<file path="config.mk">
export PLATFORM = sky130hd
export DESIGN_NAME = game_round_ctrl
export DESIGN_NICKNAME = d
export VERILOG_FILES = /design/src/rtl/game_round_ctrl_pkg.sv /design/src/rtl/game_round_ctrl_digit_match.sv /design/src/rtl/game_round_ctrl.sv
export SDC_FILE = /design/constraint.sdc
export NUM_CORES = 1
export LEC_CHECK = 0
export BUFFER_PORTS_ARGS = -buffer_cell sky130_fd_sc_hd__buf_4
export CAP_MARGIN = 20
export CORE_MARGIN = 2
export CORE_UTILIZATION = 35
export DETAILED_ROUTE_END_ITERATION = 8
export PLACE_DENSITY = 0.57
export SLEW_MARGIN = 25
export SYNTH_ARGS = -nofsm -noshare
export SYNTH_HDL_FRONTEND = slang
export SYNTH_SLANG_ARGS = --single-unit
</file>
<file path="constraint.sdc">
create_clock -name clk -period 6.6 [get_ports clk]
set_input_delay 1.32 -clock clk [delete_from_list [all_inputs] [get_ports clk]]
set_output_delay 1.32 -clock clk [all_outputs]
set_load 0.005 [all_outputs]
</file>
<file path="src/rtl/game_round_ctrl_pkg.sv">
// Shared definitions for the guess-and-score round controller: state encoding,
// code geometry and the default number of guesses per round.
package game_pkg;

  typedef enum logic [1:0] {
    ST_SET   = 2'd0,
    ST_PLAY  = 2'd1,
    ST_SCORE = 2'd2,
    ST_DONE  = 2'd3
  } state_e;

  localparam int unsigned DIGIT_W       = 4;
  localparam int unsigned DIGITS        = 4;
  localparam int unsigned CODE_W        = DIGITS * DIGIT_W;
  localparam int unsigned MAX_TRIES_DEF = 17;

endpackage

</file>
<file path="src/rtl/game_round_ctrl_digit_match.sv">
// Scores one guess digit against the whole secret: exact hit at the same
// position, otherwise a hit at any other position counts as misplaced.
module digit_match
  import game_pkg::*;
(
  input  logic [DIGIT_W-1:0] guess_digit_i,
  input  logic [1:0]         idx_i,
  input  logic [CODE_W-1:0]  secret_i,
  output logic               exact_o,
  output logic               misplaced_o
);

  logic any_other;

  always_comb begin
    any_other = 1'b0;
    for (int unsigned j = 0; j < DIGITS; j++) begin
      if ((j != 32'(idx_i)) && (secret_i[j*DIGIT_W +: DIGIT_W] == guess_digit_i)) begin
        any_other = 1'b1;
      end
    end
  end

  assign exact_o     = (secret_i[{idx_i, 2'b00} +: DIGIT_W] == guess_digit_i);
  // Exact wins so a digit never contributes to both counters.
  assign misplaced_o = any_other && !exact_o;

endmodule

</file>
<file path="src/rtl/game_round_ctrl.sv">
// Round controller: holds a secret code, scores guesses one digit per cycle
// through a shared matcher, and tracks attempts up to a win or loss.
module game_round_ctrl
  import game_pkg::*;
#(
  parameter int unsigned MAX_TRIES = MAX_TRIES_DEF,
  parameter int unsigned DIGITS    = game_pkg::DIGITS
) (
  input  logic                      clk,
  input  logic                      rst,
  input  logic                      secret_load,
  input  logic [DIGITS*DIGIT_W-1:0] secret_in,
  input  logic                      start,
  input  logic                      guess_valid,
  input  logic [DIGITS*DIGIT_W-1:0] guess,
  output logic                      guess_ready,
  output logic                      score_valid,
  output logic [2:0]                a_cnt,
  output logic [2:0]                b_cnt,
  output logic [4:0]                attempts,
  output logic [1:0]                state,
  output logic                      win,
  output logic                      lose
);

  localparam logic [4:0] MAX_A = 5'(MAX_TRIES);

  state_e                    state_q, state_d;
  logic [DIGITS*DIGIT_W-1:0] secret_q, guess_q;
  logic                      secret_ok_q;
  logic [1:0]                idx_q;
  logic [2:0]                acc_a_q, acc_b_q, a_cnt_q, b_cnt_q;
  logic [4:0]                att_q;
  logic                      win_q, lose_q, sv_q;

  logic                      exact, misplaced, last_digit;
  logic [2:0]                a_fin, b_fin;
  logic [4:0]                att_inc;

  digit_match u_match (
    .guess_digit_i (guess_q[{idx_q, 2'b00} +: DIGIT_W]),
    .idx_i         (idx_q),
    .secret_i      (secret_q),
    .exact_o       (exact),
    .misplaced_o   (misplaced)
  );

  assign a_fin      = acc_a_q + 3'(exact);
  assign b_fin      = acc_b_q + 3'(misplaced);
  assign att_inc    = (att_q == MAX_A) ? att_q : att_q + 5'd1;
  assign last_digit = (state_q == ST_SCORE) && (idx_q == 2'd0);

  always_ff @(posedge clk or posedge rst) begin
    if (rst) state_q <= ST_SET;
    else     state_q <= state_d;
  end

  always_comb begin
    state_d = state_q;
    case (state_q)
      ST_SET:   if (!secret_load && start && secret_ok_q) state_d = ST_PLAY;
      ST_PLAY:  if (guess_valid) state_d = ST_SCORE;
      ST_SCORE: begin
        if (last_digit) begin
          if (a_fin == 3'd4 || att_inc == MAX_A) state_d = ST_DONE;
          else                                   state_d = ST_PLAY;
        end
      end
      ST_DONE:  if (start) state_d = ST_SET;
      default:  state_d = ST_SET;
    endcase
  end

  always_comb begin
    guess_ready = (state_q == ST_PLAY);
    state       = state_q;
    score_valid = sv_q;
    a_cnt       = a_cnt_q;
    b_cnt       = b_cnt_q;
    attempts    = att_q;
    win         = win_q;
    lose        = lose_q;
  end

  always_ff @(posedge clk or posedge rst) begin
    if (rst) begin
      secret_q    <= '0;
      secret_ok_q <= 1'b0;
      guess_q     <= '0;
      idx_q       <= '0;
      acc_a_q     <= '0;
      acc_b_q     <= '0;
      a_cnt_q     <= '0;
      b_cnt_q     <= '0;
      att_q       <= '0;
      win_q       <= 1'b0;
      lose_q      <= 1'b0;
      sv_q        <= 1'b0;
    end else begin
      sv_q <= 1'b0;
      case (state_q)
        ST_SET: begin
          if (secret_load) begin
            secret_q    <= secret_in;
            secret_ok_q <= 1'b1;
          end else if (start && secret_ok_q) begin
            att_q   <= '0;
            a_cnt_q <= '0;
            b_cnt_q <= '0;
          end
        end
        ST_PLAY: begin
          if (guess_valid) begin
            guess_q <= guess;
            acc_a_q <= '0;
            acc_b_q <= '0;
            idx_q   <= 2'd3;
          end
        end
        ST_SCORE: begin
          // The final digit's contribution goes straight to the outputs.
          if (last_digit) begin
            a_cnt_q <= a_fin;
            b_cnt_q <= b_fin;
            att_q   <= att_inc;
            sv_q    <= 1'b1;
            win_q   <= (a_fin == 3'd4);
            lose_q  <= (a_fin != 3'd4) && (att_inc == MAX_A);
          end else begin
            acc_a_q <= a_fin;
            acc_b_q <= b_fin;
            idx_q   <= idx_q - 2'd1;
          end
        end
        ST_DONE: begin
          if (start) begin
            win_q       <= 1'b0;
            lose_q      <= 1'b0;
            a_cnt_q     <= '0;
            b_cnt_q     <= '0;
            att_q       <= '0;
            secret_ok_q <= 1'b0;
          end
        end
        default: ;
      endcase
    end
  end

endmodule

</file>
# == Yosys cells after proc, flatten, opt, wreduce, memory -nomap -nowiden ==
# Cells that the tools add are included.
# totals
regBits,57
latch_bits,0
ramBits,0
romBits,0
output_inout_bits,17
elab_cells,109
memories,0
# op_classes
add_sub_neg,4
multipliers,0
div,0
order_cmp,0
n_eq_ne,23
shifts,2
mux,40
n_bitwise,0
n_reduce_logical,27
# ops
cell,count
16-bit by 5-bit variable part select with 4-bit output,2
5-bit two-way mux,5
3-bit two-way mux,8
4-bit == test,5
3-bit one-hot mux with 3 select lines,2
"2-bit != test, second input constant",8
5-bit one-hot mux with 3 select lines,1
2-bit two-way mux,7
3-bit one-hot mux with 2 select lines,2
"5-bit == test, second input constant",2
1-bit logical AND,10
1-bit two-way mux,10
3-bit AND reduction,3
2-bit one-hot mux with 4 select lines,1
2-bit nonzero test,4
3-bit by 1-bit adder with 3-bit output,2
1-bit one-hot mux with 2 select lines,3
"5-bit by 1-bit adder with 5-bit output, second input constant",1
5-bit AND reduction,1
"2-bit == test, second input constant",2
2-bit logical NOT,2
"2-bit != test, first input constant",2
2-bit one-hot mux with 2 select lines,1
2-bit AND reduction,2
9 further kinds,10

# == Longest topological paths before layout ==
# Gate-level depths: netlist of run 1.
# logic_depth
ltp_word,11
ltp_mapped,12
depth_no_buf,10

# == Hierarchy ==
# From an unflattened synthesis of run 1, not the netlist that was laid out.
# unflattened
cells_unflattened,244
hier_area_um2,3024.2
# by_module_without_submodules
mod,instances,cells_per_inst,area_per_inst_um2,seq_area_each_um2
game_round_ctrl,1,198,2608.8,1426.4
digit_match,1,46,415.4,0.0

# == Least setup slack after synthesis of run 1 ==
# No wires, ideal clock.
# synth_path
path_kind,register to register
startpoint,register idx_q[0]
endpoint,"register lose_q, in the netlist lose"
setup_time_ns,0.132
arrival_time_ns,2.514
slack_ns,3.955
stages_incl_launch_ff,11
cell_sequence,dfrtp_1 > buf_6 > mux4_2 > buf_6 > xor2_1 > nor4_2 > ha_1 > ha_1 > or3_1 > nand2_1 > o21ai_0
# synth_via
elab_chain_len,7
elab_cells_between_ends,12
# synth_lines
item,line,source
start: declaration,game_round_ctrl.sv:31,logic [1:0] idx_q;
start signal: assignment,game_round_ctrl.sv:132,idx_q <= idx_q - 2'd1;
16-bit by 5-bit variable part select with 4-bit output (on tied branches),"game_round_ctrl_digit_match.sv:24, game_round_ctrl.sv:41",
4-bit == test,game_round_ctrl_digit_match.sv:24,"assign exact_o = (secret_i[{idx_i, 2'b00} +: DIGIT_W] == guess_digit_i);"
3-bit by 1-bit adder with 3-bit output,game_round_ctrl.sv:48,assign a_fin = acc_a_q + 3'(exact);
3-bit != test,game_round_ctrl.sv:128,lose_q <= (a_fin != 3'd4) && (att_inc == MAX_A);
1-bit logical AND,game_round_ctrl.sv:128,
1-bit two-way mux,game_round_ctrl.sv:122,if (last_digit) begin
1-bit one-hot mux with 2 select lines,game_round_ctrl.sv:101,case (state_q)
end signal: assignment,game_round_ctrl.sv:128,
end: declaration,game_round_ctrl.sv:34,"logic win_q, lose_q, sv_q;"
# Parallel ways exist; a longest one is shown, timed or not. The select of a mux whose other input is x is not followed.
# A chain may end at the register's enable or synchronous reset.

# == Worst setup path in the final report of run 1 ==
# Same ends and word-level chain as after synthesis.

==> results of run 1 <==
## flip-flops by register name (all words and copies together) (netlist names), 2 cells and up
signal	flops
acc_b_q	3
a_cnt	3
secret_q	16
idx_q	2
guess_q	16
acc_a_q	3
state	2
b_cnt	3
attempts	5
## logic make-up (layout without fill, tap and decap cells)
| group | count (synthesis) | count (layout) | share of synthesized area |
|---|---|---|---|
| buf+inv | 18 | 77 | 0.02948 |
| compound gates | 38 | 38 | 0.08130 |
| fa+ha+maj | 10 | 10 | 0.04212 |
| xor+xnor | 23 | 23 | 0.07035 |
| simple gates | 54 | 54 | 0.09183 |
| mux | 46 | 46 | 0.2047 |
| flops | 57 | 57 | 0.4802 |
## placed cells by master (no fill, tap or decap), drive strengths merged, types with 2 or more instances in the layout
cell type and count:
dfrtp 57, mux2 33, a31oi 3, o31ai 3
o21ai 19, nand4 3, nor4 2, clkinv 2
inv 6, nand2 20, buf 56, xor2 11
mux4 7, a21o 2, xnor2 12, ha 10
a22o 4, nand2b 3, clkbuf 12, nor2 11
nand3 8, a21oi 2, nor2b 2, mux2i 6
## per-stage QoR
stage                     total power [mW]  cells  instance area (µm²)
final                                1.823    410                 3652
after global routing                 1.979    410                 3652
after CTS                            1.852    410                 3652
after detailed placement             1.514    395                 3457
after global placement               1.506    395                 3457
after floorplan                      1.304    246                 2970
## power groups by stage
stage	Clock (mW)	Sequential, mW	Combinational (mW)
5_1_grt	0.355	0.686	0.938
2_1_floorplan	0	0.591	0.713
3_3_place_gp	0	0.667	0.839
4_1_cts	0.339	0.665	0.848
6_report	0.326	0.661	0.835
3_5_place_dp	0	0.671	0.843
## worst reg2reg max path: stages, from the launching register on
cell     delay [ps]
dfrtp_1         610
mux4_2          660
xor2_1          200
nor4_2          350
ha_1            210
ha_1            260
or3_1           400
nand2_1          70
o21ai_0          70
## final timing paths
check	to	slack, ps
worst max-delay path	lose	3650
max in group asynchronous	guess_q[10]	4950
worst min register to register	b_cnt[1]	480
worst max register to register	lose	3650
worst min-delay path	b_cnt[1]	480
min in group asynchronous	attempts[1]	1170
## cell type report
| cell class | instances | area, µm² |
|---|---|---|
| fill | 788 | 4564 |
| multi-input combinational | 171 | 1456 |
| sequential | 57 | 1426 |
| timing repair buffer | 56 | 420.4 |
| clock buffer | 12 | 155.1 |
| tap | 105 | 131.4 |
| clock inverter | 3 | 40.04 |
| inverter | 6 | 22.52 |
## per-layer routing
| metal | global-route usage | up-vias | routed length (µm) |
|---|---|---|---|
| met5 | 0 | - | 0 |
| met4 | 0.06429 | 0 | 97 |
| met3 | 0.04307 | 8 | 313 |
| met2 | 0.2326 | 59 | 2815 |
| met1 | 0.1993 | 991 | 2871 |
| li1 | - | 994 | - |
==> metrics.log, run 1 <==
INFO  metric outcome = completed
INFO  metric globalRouteTotalUtil = 0.1513
INFO  metric dp_hpwl = 4466 µm
INFO  metric worst_hold_startpoint = b_cnt[1]
INFO  metric leakagePower = 1.683 nW
INFO  metric cp-startpoint = idx_q[0]
INFO  metric layout-area-overhead-vs-synth = 22.96%
INFO  metric crit_path_end_kind = flip-flop
INFO  metric yosysSeqAreaShare = 0.4802
INFO  metric worst-path-max-fanout = 10
INFO  metric power_switching = 0.6784 mW
INFO  metric rows = 33
INFO  metric max_cap_violations = 0
INFO  metric portBuffers = 53
INFO  metric crit_top_cell = ha_1
INFO  metric totalWireLength = 6097 µm
INFO  metric irDropWorstVdd = 0.0002069 V
INFO  metric power.density = 499.1 nW/µm²
INFO  metric fin_nets = between 300 and 400
INFO  metric die_width = 96.13 µm
INFO  metric cts_buffers = 9
INFO  metric cp_data_arrival_time = 3160 ps
INFO  metric vias = 2052
INFO  metric post_synth_inst_count = 246
INFO  metric grt_pass1_wl = 10490 µm
INFO  metric starting_density = 0.3615
INFO  metric skew = approximately 5.6 ps
INFO  metric synth.net_count = 293
INFO  metric pwr-share-comb = 0.458
INFO  metric fin_crit = ~3000 ps
INFO  metric drive_gt1_frac = 0.3639
INFO  metric sw_frac_of_total = 0.3722
INFO  metric route.detailed.drc = 0
INFO  metric critical_path.top_delay_family = simple AND/OR/NAND/NOR gates
INFO  metric cts_hold_buf = 0
INFO  metric synth_async_sr_flop_share = 1.000
INFO  metric grt-ovfl-total = 0
INFO  metric ys.flop_type = dfrtp_1
INFO  metric worstHoldPathType = reg -> reg
INFO  metric worstSetupPathType = reg -> reg
INFO  metric ys_ff_latch = 57
INFO  metric yosys-top-cells-area = dfrtp_1 48%, mux2_2 13%, mux4_1 4.4%, ha_1 4.2%, xnor2_1 3.2%
INFO  metric worstPathCellList = mux4_2, xor2_1, nor4_2, ha_1, ha_1, or3_1, nand2_1, o21ai_0
INFO  metric die_height = 96.13 µm
INFO  metric final.hold.worst_slack = 478.2 ps
INFO  metric critical_path.slowest_cell = mux4_2
INFO  metric hold_depth = 2
INFO  metric yosys_warnings = 0
INFO  metric route.antenna.remaining_nets = 0
INFO  metric report.final.slew_viol_count = 0
INFO  metric cts_tree = built
INFO  metric core-area = 8217 µm²
INFO  metric post_synth_num_cell_types = 36
INFO  metric clock_network_fraction_of_design_power = 0.179
INFO  metric ctsRootBufferMaster = clkbuf_8
INFO  metric place_ws = approximately 3600 ps
INFO  metric ctsHtreeMaxLevel = 3
INFO  metric synth_area_leader_cell = dfrtp_1
INFO  metric cp_slowest_stage_delay = 650 ps
INFO  metric drt-initial-drc-count = 36
INFO  metric critPathLaunchType = flip-flop
INFO  metric rr_worst_depth = 8
INFO  metric gpl.final_weighted_congestion = 0.7902
INFO  metric num_io_pins = 54
INFO  metric detailedRoute.firstPassIterationCount = 4
INFO  metric slew_headroom = 0.5235
INFO  metric worst_margin_slew = just over 700 ps
INFO  metric cts.reportedPaths.clkPinSlew = 60 ps
INFO  metric timing.critical_path.buf_inv = 0
INFO  metric finalSetupViolCount = 0
INFO  metric post-route-period-util = 0.4475
INFO  metric routed_wire_length_per_instance = 14.87 µm
INFO  metric edff_count_synth = 0
INFO  metric critical_path_depth = 8
INFO  metric seq_power_share = 0.363
INFO  metric cts_num_sinks = 57
INFO  metric via_count_of_the_first_global_routing_pass = 2126
INFO  metric post-synth-top-area-fraction = 0.4802
INFO  metric n_antenna_cell = 0
INFO  metric worst_slack = approximately 3600 ps
INFO  metric clock.fmax = 338.6 MHz
INFO  metric finalCoreUtilization = 0.4445
INFO  metric netlist_area = 2970 µm²
INFO  metric worst_skew_pair.late_latency = roughly 340 ps
INFO  metric grt_antenna_before_repair = 0
INFO  metric avgSynthCellArea = 12.07 µm²
INFO  metric drt-vias-per-instance = 5.005
INFO  metric ranking_of_synthesized_cells_by_instance_count = 57 x dfrtp_1, 33 x mux2_2, 20 x nand2_1
INFO  metric p_int = 1.144 mW
INFO  metric cts_buffer_depth = 2
INFO  metric post_cts.repair.setup_buffers = 0
INFO  metric critical_path.reg2reg.startpoint = idx_q[0]
INFO  metric cts.repair.resized = 0
INFO  metric worst_ep_required_time = 6810 ps
INFO  metric setup_total_negative_slack = 0 ps
INFO  metric pin_count_of_the_biggest_net_entering_global_routing = 58
INFO  metric area_of_the_die = about 9200 µm²
INFO  metric timing.final.hold_violations = 0
INFO  metric synthMostInstantiatedCell = dfrtp_1
INFO  metric setup_repair_after_global_routing_missed_its_margin = false
No activity file was read; power rests on OpenSTA's default activity.
==> inputs of run 2 (changes only) <==
- ABC_AREA: unset -> 1
- clock period: 6.6 -> 2.9 ns (I/O delays scaled with it)
==> run 2 against run 1 <==
Compared with the run above:
- highest routed layer unchanged
- synthesized area grew 6.6%
- cell count grew 33%
- core utilization shrank 0.25 points
- largest cell class unchanged
- critical path depth grew 4
- sequential share of layout area shrank 2.2 points
- largest power group unchanged
==> metrics.log, run 2 <==
INFO  metric synth_area_leader_cell = dfrtp_1 (unchanged)
INFO  metric finalSetupViolCount = 0 (unchanged)
INFO  metric timing.final.hold_violations = 0 (unchanged)
INFO  metric clock_network_fraction_of_design_power = 0.171 (was 0.179)
INFO  metric grt_antenna_before_repair = 0 (unchanged)
INFO  metric gpl.final_weighted_congestion = 0.9067 (was 0.7902)
INFO  metric fin_crit = 2567 ps (was 2953 ps)
INFO  metric ys_ff_latch = 57 (unchanged)
INFO  metric cts_buffer_depth = 2 (unchanged)
INFO  metric multi_input_comb_area = 1516 µm² (was 1456 µm²)
INFO  metric slew_headroom = 0.7005 (was 0.5235)
INFO  metric n_antenna_cell = 0 (unchanged)
INFO  metric ranking_of_synthesized_cells_by_instance_count = 82 x nand2_1, 57 x dfrtp_1, 41 x nor2_1 (was 57 x dfrtp_1, 33 x mux2_2, 20 x nand2_1)
INFO  metric rr_worst_depth = 12 (was 8)
INFO  metric pwr-share-comb = 0.507 (was 0.458)
INFO  metric final-seq-area = 1426 µm² (unchanged)
INFO  metric grt-ovfl-total = 0 (unchanged)
INFO  metric cp_slowest_stage_delay = 380 ps (was 650 ps)
INFO  metric yosysSeqAreaShare = 0.4506 (was 0.4802)
INFO  metric drt-initial-drc-count = 118 (was 36)
INFO  metric fillers = 907 (was 788)
INFO  metric final_common_cell = nand2_1 (was dfrtp_1)
INFO  metric vias = 2607 (was 2052)
INFO  metric avgSynthCellArea = 8.579 µm² (was 12.07 µm²)
INFO  metric totalWireLength = 7007 µm (was 6097 µm)
INFO  metric cts_hold_buf = 0 (unchanged)
INFO  metric ff2ff_setup_slack = 330 ps (was 3650 ps)
INFO  metric yosys_warnings = 0 (unchanged)
INFO  metric synthMostInstantiatedCell = nand2_1 (was dfrtp_1)
INFO  metric sw_frac_of_total = 0.4285 (was 0.3722)
INFO  metric power.density = 1046 nW/µm² (was 499.1 nW/µm²)
INFO  metric via_count_of_the_first_global_routing_pass = 2538 (was 2126)
INFO  metric starting_density = 0.3612 (was 0.3615)
INFO  metric irDropWorstVdd = 0.0006101 V (was 0.0002069 V)
INFO  metric ctsRootBufferMaster = clkbuf_8 (unchanged)
INFO  metric cts.repair.resized = 0 (unchanged)
INFO  metric outcome = completed (unchanged)
INFO  metric route.detailed.drc = 0 (unchanged)
INFO  metric power_switching = 1.737 mW (was 0.6784 mW)
INFO  metric grt_pass1_wl = 12020 µm (was 10490 µm)
INFO  metric yosys-top-cells-area = dfrtp_1 45%, nand2_1 9.7%, mux2_2 9.2%, nor2_1 4.9%, inv_1 4.7% (was dfrtp_1 48%, mux2_2 13%, mux4_1 4.4%, ha_1 4.2%, xnor2_1 3.2%)
INFO  metric netlist_area = 3166 µm² (was 2970 µm²)
INFO  metric post_synth_inst_count = 369 (was 246)
INFO  metric worst_skew_pair.late_latency = 340 ps (about the same)
INFO  metric critPathLaunchType = flip-flop (unchanged)
INFO  metric core-area = 8763 µm² (was 8217 µm²)
INFO  metric worstHoldPathType = in -> async (was reg -> reg)
INFO  metric clock.fmax = 389.5 MHz (was 338.6 MHz)
INFO  metric num_io_pins = 54 (unchanged)
INFO  metric final_area = 3874 µm² (was 3652 µm²)
INFO  metric globalRouteTotalUtil = 0.1541 (was 0.1513)
INFO  metric cts.reportedPaths.clkPinSlew = 70 ps (was 60 ps)
INFO  metric cts_tree = built (unchanged)
INFO  metric layout-area-overhead-vs-synth = 22.37% (was 22.96%)
INFO  metric critical_path.slowest_cell = dfrtp_1 (was mux4_2)
INFO  metric most-common-layout-cells = 82 x nand2_1, 61 x buf_4, 57 x dfrtp_1, 41 x nor2_1, 39 x inv_1 (was 57 x dfrtp_1, 56 x buf_4, 33 x mux2_2, 20 x nand2_1, 19 x o21ai_0)
INFO  metric rows = 34 (was 33)
INFO  metric synth.net_count = 416 (was 293)
INFO  metric crit_top_cell = nor2_1 (was ha_1)
INFO  metric cts_buffers = 9 (unchanged)
INFO  metric setup_total_negative_slack = 0 ps (unchanged)
INFO  metric leakagePower = 1.980 nW (was 1.683 nW)
INFO  metric ctsHtreeMaxLevel = 3 (unchanged)
INFO  metric worst_margin_slew = 447.7 ps (was 714.7 ps)
INFO  metric pin_count_of_the_biggest_net_entering_global_routing = 28 (was 58)
INFO  metric detailedRoute.firstPassIterationCount = 4 (unchanged)
INFO  metric critical_path.reg2reg.endpoint = acc_b_q[2] (was lose)
INFO  metric routed_wire_length_per_instance = 12.88 µm (was 14.87 µm)
INFO  metric post_synth_num_cell_types = 31 (was 36)
INFO  metric post-route-period-util = 0.8853 (was 0.4475)
INFO  metric die_height = 99.10 µm (was 96.13 µm)
INFO  metric drive_gt1_frac = 0.2798 (was 0.3639)
INFO  metric drt-vias-per-instance = 4.792 (was 5.005)
INFO  metric seq_power_share = 0.322 (was 0.363)
INFO  metric route.antenna.remaining_nets = 0 (unchanged)
INFO  metric die_width = 99.10 µm (was 96.13 µm)
INFO  metric p_int = 2.316 mW (was 1.144 mW)
INFO  metric report.final.slew_viol_count = 0 (unchanged)
INFO  metric max_cap_violations = 0 (unchanged)
INFO  metric portBuffers = 53 (unchanged)
INFO  metric crit_path_end_kind = flip-flop (unchanged)
INFO  metric critical_path.reg2reg.startpoint = idx_q[1] (was idx_q[0])
INFO  metric setup_repair_after_global_routing_missed_its_margin = false (unchanged)
INFO  metric worstPathCellList = inv_1, nand3_1, nand2_1, xnor2_1, nand2_1, nor2_1, nor2_1, ha_1, ha_1, xnor2_1, nor2_1, mux2_2 (was mux4_2, xor2_1, nor4_2, ha_1, ha_1, or3_1, nand2_1, o21ai_0)
INFO  metric placed_area = 3697 µm² (was 3457 µm²)
INFO  metric post-synth-top-area-fraction = 0.4506 (was 0.4802)
INFO  metric cp_data_arrival_time = 2790 ps (was 3160 ps)
INFO  metric cts_num_sinks = 57 (unchanged)
INFO  metric skew = 9.320 ps (was 5.598 ps)
INFO  metric edff_count_synth = 0 (unchanged)
INFO  metric worst_ep_required_time = 3130 ps (was 6810 ps)
INFO  metric worstSetupPathType = reg -> reg (unchanged)
INFO  metric dp_hpwl = 5268 µm (was 4466 µm)
INFO  metric fin_nets = 479 (was 348)
INFO  metric synth_async_sr_flop_share = 1.000 (unchanged)
INFO  metric ys.flop_type = dfrtp_1 (unchanged)
INFO  metric area_of_the_die = 9821 µm² (was 9240 µm²)
INFO  metric worst-path-max-fanout = 11 (was 10)
INFO  metric post_cts.repair.setup_buffers = 0 (unchanged)
[run 2: changes by cell type in the layout (fill, tap and decap cells not counted), moves of 8 or more]
cell,change
nand2_1,+62
nand3_1,+21
nor2_1,+30
inv_1,+34
xnor2_1,-8
a21oi_1,+17
[run 2: cell type report]
class	instances	area share
multi-input combinational	260	0.3915
sequential	57	0.3682
timing repair buffer	61	0.1182
inverter	43	0.04167
tap	108	0.03488
clock buffer	11	0.03391
clock inverter	4	0.01163
[run 2: logic make-up after synthesis]
| kind of cell | Yosys count | synth area share |
|---|---|---|
| AO/OA/AOI/OAI | 48 | 0.09131 |
| XOR/XNOR | 10 | 0.02767 |
| adder cells (fa/ha/maj) | 10 | 0.03953 |
| buffers and inverters | 52 | 0.07035 |
| flip-flops | 57 | 0.4506 |
| multiplexers | 26 | 0.09249 |
| AND/OR/NAND/NOR | 166 | 0.2281 |
[run 2: worst max-delay path by stage]
stage / startpoint / endpoint / slack, ps
after CTS: idx_q[1] / acc_b_q[2] / 340
final: idx_q[1] / acc_b_q[2] / 330
after global routing: idx_q[1] / state[1] / 20
after global placement: idx_q[1] / acc_b_q[2] / 380
after detailed placement: idx_q[1] / acc_b_q[2] / 350
after floorplan: idx_q[0] / acc_b_q[2] / 610
[run 2: layer usage]
metal,share of wire,track usage,routed length (µm),vias up
met3,0.066,0.04779,461,10
met2,0.45,0.2354,3132,74
li1,-,-,-,1317
met1,0.47,0.2100,3315,1206
met4,0.014,0.04953,97,0
met5,0,0,0,-
[run 2: worst max-delay path: cells and delay by family, from the launching register on]
kind | cells | cell delay (ps)
XOR/XNOR | 2 | 280
adder cells (fa/ha/maj) | 2 | 360
buffers and inverters | 1 | 270
flip-flops | 1 | 380
multiplexers | 1 | 260
AND/OR/NAND/NOR | 6 | 890
[run 2: power by group through the flow]
| stage | Combinational [mW] | Clock, mW | Sequential [mW] |
|---|---|---|---|
| 6_report | 2.05 | 0.693 | 1.31 |
| 5_1_grt | 2.36 | 0.755 | 1.35 |
| 4_1_cts | 2.07 | 0.714 | 1.30 |
| 3_5_place_dp | 2.07 | 0 | 1.31 |
| 3_3_place_gp | 2.04 | 0 | 1.31 |
| 2_1_floorplan | 1.62 | 0 | 1.25 |
[run 2: stage by stage]
stage          hold WS (ps)  std cells  total power, mW  setup WS [ps]  utilization
5_1_grt               217.4        544            4.462          16.34       0.4420
6_report              210.0        544            4.053          332.7       0.4420
3_5_place_dp          499.7        529            3.378          350.1       0.4219
2_1_floorplan         464.4        369            2.868          610.0            -
4_1_cts               209.6        544            4.089          342.6       0.4420
3_3_place_gp          494.0        529            3.356          383.8       0.4219
==> inputs of run 3 (changes only) <==
- ABC_AREA: 1 -> 0
- clock period: 2.9 -> 2.4 ns (I/O delays scaled with it)
==> run 3 against run 2 <==
Compared with the run above:
- the run now ends with setup timing left
- sequential share of layout area shrank 2.4 points
- final area grew 6.9%
- flip-flop and latch count is the same
- cell count shrank 17%
- register-to-register slack lost 660 ps
- hold slack lost 15 ps
- via count shrank 14%
- die area shrank 5.9%
- combinational power grew 76%
- sequential power grew 32%
- clock-buffer cell count shrank 2
==> metrics.log, run 3 (synthesized netlist as in run 1, its figures left out) <==
INFO  metric critPathLaunchType = flip-flop (unchanged)
INFO  metric cts_buffers = 9 (unchanged)
INFO  metric max_cap_violations = 0 (unchanged)
INFO  metric worst-path-max-fanout = 5 (was 11)
INFO  metric drt-vias-per-instance = 4.958 (was 4.792)
INFO  metric via_count_of_the_first_global_routing_pass = 2260 (was 2538)
INFO  metric cts.reportedPaths.clkPinSlew = 70 ps (about the same)
INFO  metric core-area = 8217 µm² (was 8763 µm²)
INFO  metric setup_repair_after_global_routing_missed_its_margin = true (was false)
INFO  metric route.detailed.drc = 0 (unchanged)
INFO  metric grt-ovfl-total = 0 (unchanged)
INFO  metric worst_slack = -324.2 ps (was 332.7 ps)
INFO  metric critical_path.top_delay_family = simple AND/OR/NAND/NOR gates (unchanged)
INFO  metric cp_slowest_stage_delay = 580 ps (was 380 ps)
INFO  metric cp_data_arrival_time = 2940 ps (was 2790 ps)
INFO  metric globalRouteTotalUtil = 0.1610 (was 0.1541)
INFO  metric report.final.slew_viol_count = 0 (unchanged)
INFO  metric cts_hold_buf = 0 (unchanged)
INFO  metric grt_pass1_wl = 11120 µm (was 12020 µm)
INFO  metric worstSetupPathType = reg -> reg (unchanged)
INFO  metric placed_area = 3749 µm² (was 3697 µm²)
INFO  metric n_antenna_cell = 0 (unchanged)
INFO  metric totalWireLength = 6656 µm (was 7007 µm)
INFO  metric rr_worst_depth = 10 (was 12)
INFO  metric skew = 6.519 ps (was 9.320 ps)
INFO  metric most-common-layout-cells = 87 x buf_4, 56 x dfrtp_1, 33 x mux2_2, 16 x nand2_1, 11 x nor2_1 (was 82 x nand2_1, 61 x buf_4, 57 x dfrtp_1, 41 x nor2_1, 39 x inv_1)
INFO  metric fillers = 768 (was 907)
INFO  metric failed_checks = setup timing
INFO  metric critical_path.reg2reg.startpoint = idx_q[0] (was idx_q[1])
INFO  metric crit_path_end_kind = flip-flop (unchanged)
INFO  metric portBuffers = 53 (unchanged)
INFO  metric drt-initial-drc-count = 78 (was 118)
INFO  metric cts_num_sinks = 57 (unchanged)
INFO  metric cts_buffer_depth = 2 (unchanged)
INFO  metric die_width = 96.13 µm (was 99.10 µm)
INFO  metric setup_total_negative_slack = -2122 ps (was 0 ps)
INFO  metric dp_hpwl = 4822 µm (was 5268 µm)
INFO  metric post-route-period-util = 1.135 (was 0.8853)
INFO  metric ff2ff_setup_slack = -320 ps (was 330 ps)
INFO  metric worstHoldPathType = in -> async (unchanged)
INFO  metric power.density = 1511 nW/µm² (was 1046 nW/µm²)
INFO  metric worst_margin_slew = 694.1 ps (was 447.7 ps)
INFO  metric fin_crit = 2724 ps (was 2567 ps)
INFO  metric place_inst = 426 (was 529)
INFO  metric final_area = 4141 µm² (was 3874 µm²)
INFO  metric die_height = 96.13 µm (was 99.10 µm)
INFO  metric leakagePower = 1.886 nW (was 1.980 nW)
INFO  metric crit_top_cell = ha_4 (was nor2_1)
INFO  metric routed_wire_length_per_instance = 14.79 µm (was 12.88 µm)
INFO  metric clock.fmax = 367.1 MHz (was 389.5 MHz)
INFO  metric rows = 33 (was 34)
INFO  metric drive_gt1_frac = 0.4986 (was 0.2798)
INFO  metric outcome = finished with violations (was completed)
INFO  metric finalSetupViolCount = 13 (was 0)
INFO  metric finalCoreUtilization = 0.5040 (was 0.4420)
INFO  metric gpl.final_weighted_congestion = 0.8042 (was 0.9067)
INFO  metric worstPathCellList = buf_6, mux4_2, xor2_2, nor4_4, ha_4, ha_4, xnor2_4, or3_4, nand2_2, o21ai_1 (was inv_1, nand3_1, nand2_1, xnor2_1, nand2_1, nor2_1, nor2_1, ha_1, ha_1, xnor2_1, nor2_1, mux2_2)
INFO  metric irDropWorstVdd = 0.0007017 V (was 0.0006101 V)
INFO  metric fin_cells = 450 (was 544)
INFO  metric ctsHtreeMaxLevel = 3 (unchanged)
INFO  metric worst_skew_pair.late_latency = 340 ps (about the same)
INFO  metric grt_antenna_before_repair = 0 (unchanged)
INFO  metric area_of_the_die = 9240 µm² (was 9821 µm²)
INFO  metric layout-area-overhead-vs-synth = 39.43% (was 22.37%)
INFO  metric starting_density = 0.3615 (was 0.3612)
INFO  metric slew_headroom = 0.5361 (was 0.7005)
INFO  metric worst_ep_required_time = 2620 ps (was 3130 ps)
INFO  metric vias = 2231 (was 2607)
INFO  metric timing.critical_path.buf_inv = 1 (unchanged)
INFO  metric critical_path.slowest_cell = mux4_2 (was dfrtp_1)
INFO  metric timing.final.hold_violations = 0 (unchanged)
INFO  metric pin_count_of_the_biggest_net_entering_global_routing = 34 (was 28)
INFO  metric num_io_pins = 54 (unchanged)
INFO  metric final_common_cell = buf_4 (was nand2_1)
INFO  metric detailedRoute.firstPassIterationCount = 4 (unchanged)
INFO  metric fin_nets = 387 (was 479)
INFO  metric route.antenna.remaining_nets = 0 (unchanged)
INFO  metric critical_path.reg2reg.endpoint = lose (was acc_b_q[2])
INFO  metric cts_tree = built (unchanged)
INFO  metric ctsRootBufferMaster = clkbuf_8 (unchanged)
-- run 3: cell type report --
type,count,area [µm²],area share
repair buffers,95,760.7,0.1837
well taps,105,131.4,0.03172
flip-flops and latches,57,1428,0.3447
multi-input cells,171,1597,0.3855
clock inverters,7,78.83,0.01903
inverters,6,22.52,0.005438
clock buffers,9,123.9,0.02991
-- run 3: stage by stage --
step | power, mW | hold WS, ps | setup slack [ps]
final | 6.258 | 195.1 | -324.2
after global routing | 6.729 | 238.8 | -461.3
after CTS | 5.831 | 207.5 | -292.7
after detailed placement | 4.768 | 469.7 | -488.6
after global placement | 4.720 | 466.4 | -400.0
after floorplan | 3.678 | 450.2 | -222.3
-- run 3: timing repair --
action / in CTS / in global routing
setup buffers: 4 / 4
pin swaps: 1 / 9
setup endpoints to repair: 15 / 15
gates resized for setup: 5 / 27
-- run 3: layer usage --
metal,track usage,wire length [µm],up-vias
met2,0.2581,3254,55
met5,0,0,-
met1,0.2073,2950,1088
li1,-,-,1080
met4,0.06190,97,0
met3,0.04307,353,8
-- run 3: where the power goes --
part	leakage (nW)	total, mW	switching, mW	internal (mW)
clock	0.0925	0.922	0.435	0.487
sequential	0.708	1.73	0.351	1.38
combinational	1.09	3.60	1.56	2.05
total	1.89	6.26	2.34	3.92
-- run 3: worst register-to-register path, delay by kind of cell (launching register included) --
family,cells,cell delay [ps]
AOI/OAI and AO/OA,1,50
xor gates and xnor gates,2,290
adders and majority gates,2,340
buffers and inverters,1,120
DFF,1,440
muxes,1,580
and+or+nand+nor,3,780
-- run 3: how the worst max path moves through the flow --
stage                     startpoint         end  slack (ps)  cells after the start
final                       idx_q[0]        lose        -320                     10
after global routing        idx_q[0]        lose        -460                     10
after CTS                   idx_q[0]        lose        -290                      9
after detailed placement    idx_q[0]  acc_b_q[2]        -490                     11
after global placement      idx_q[0]  acc_b_q[1]        -400                     10
after floorplan             idx_q[0]        lose        -220                     10
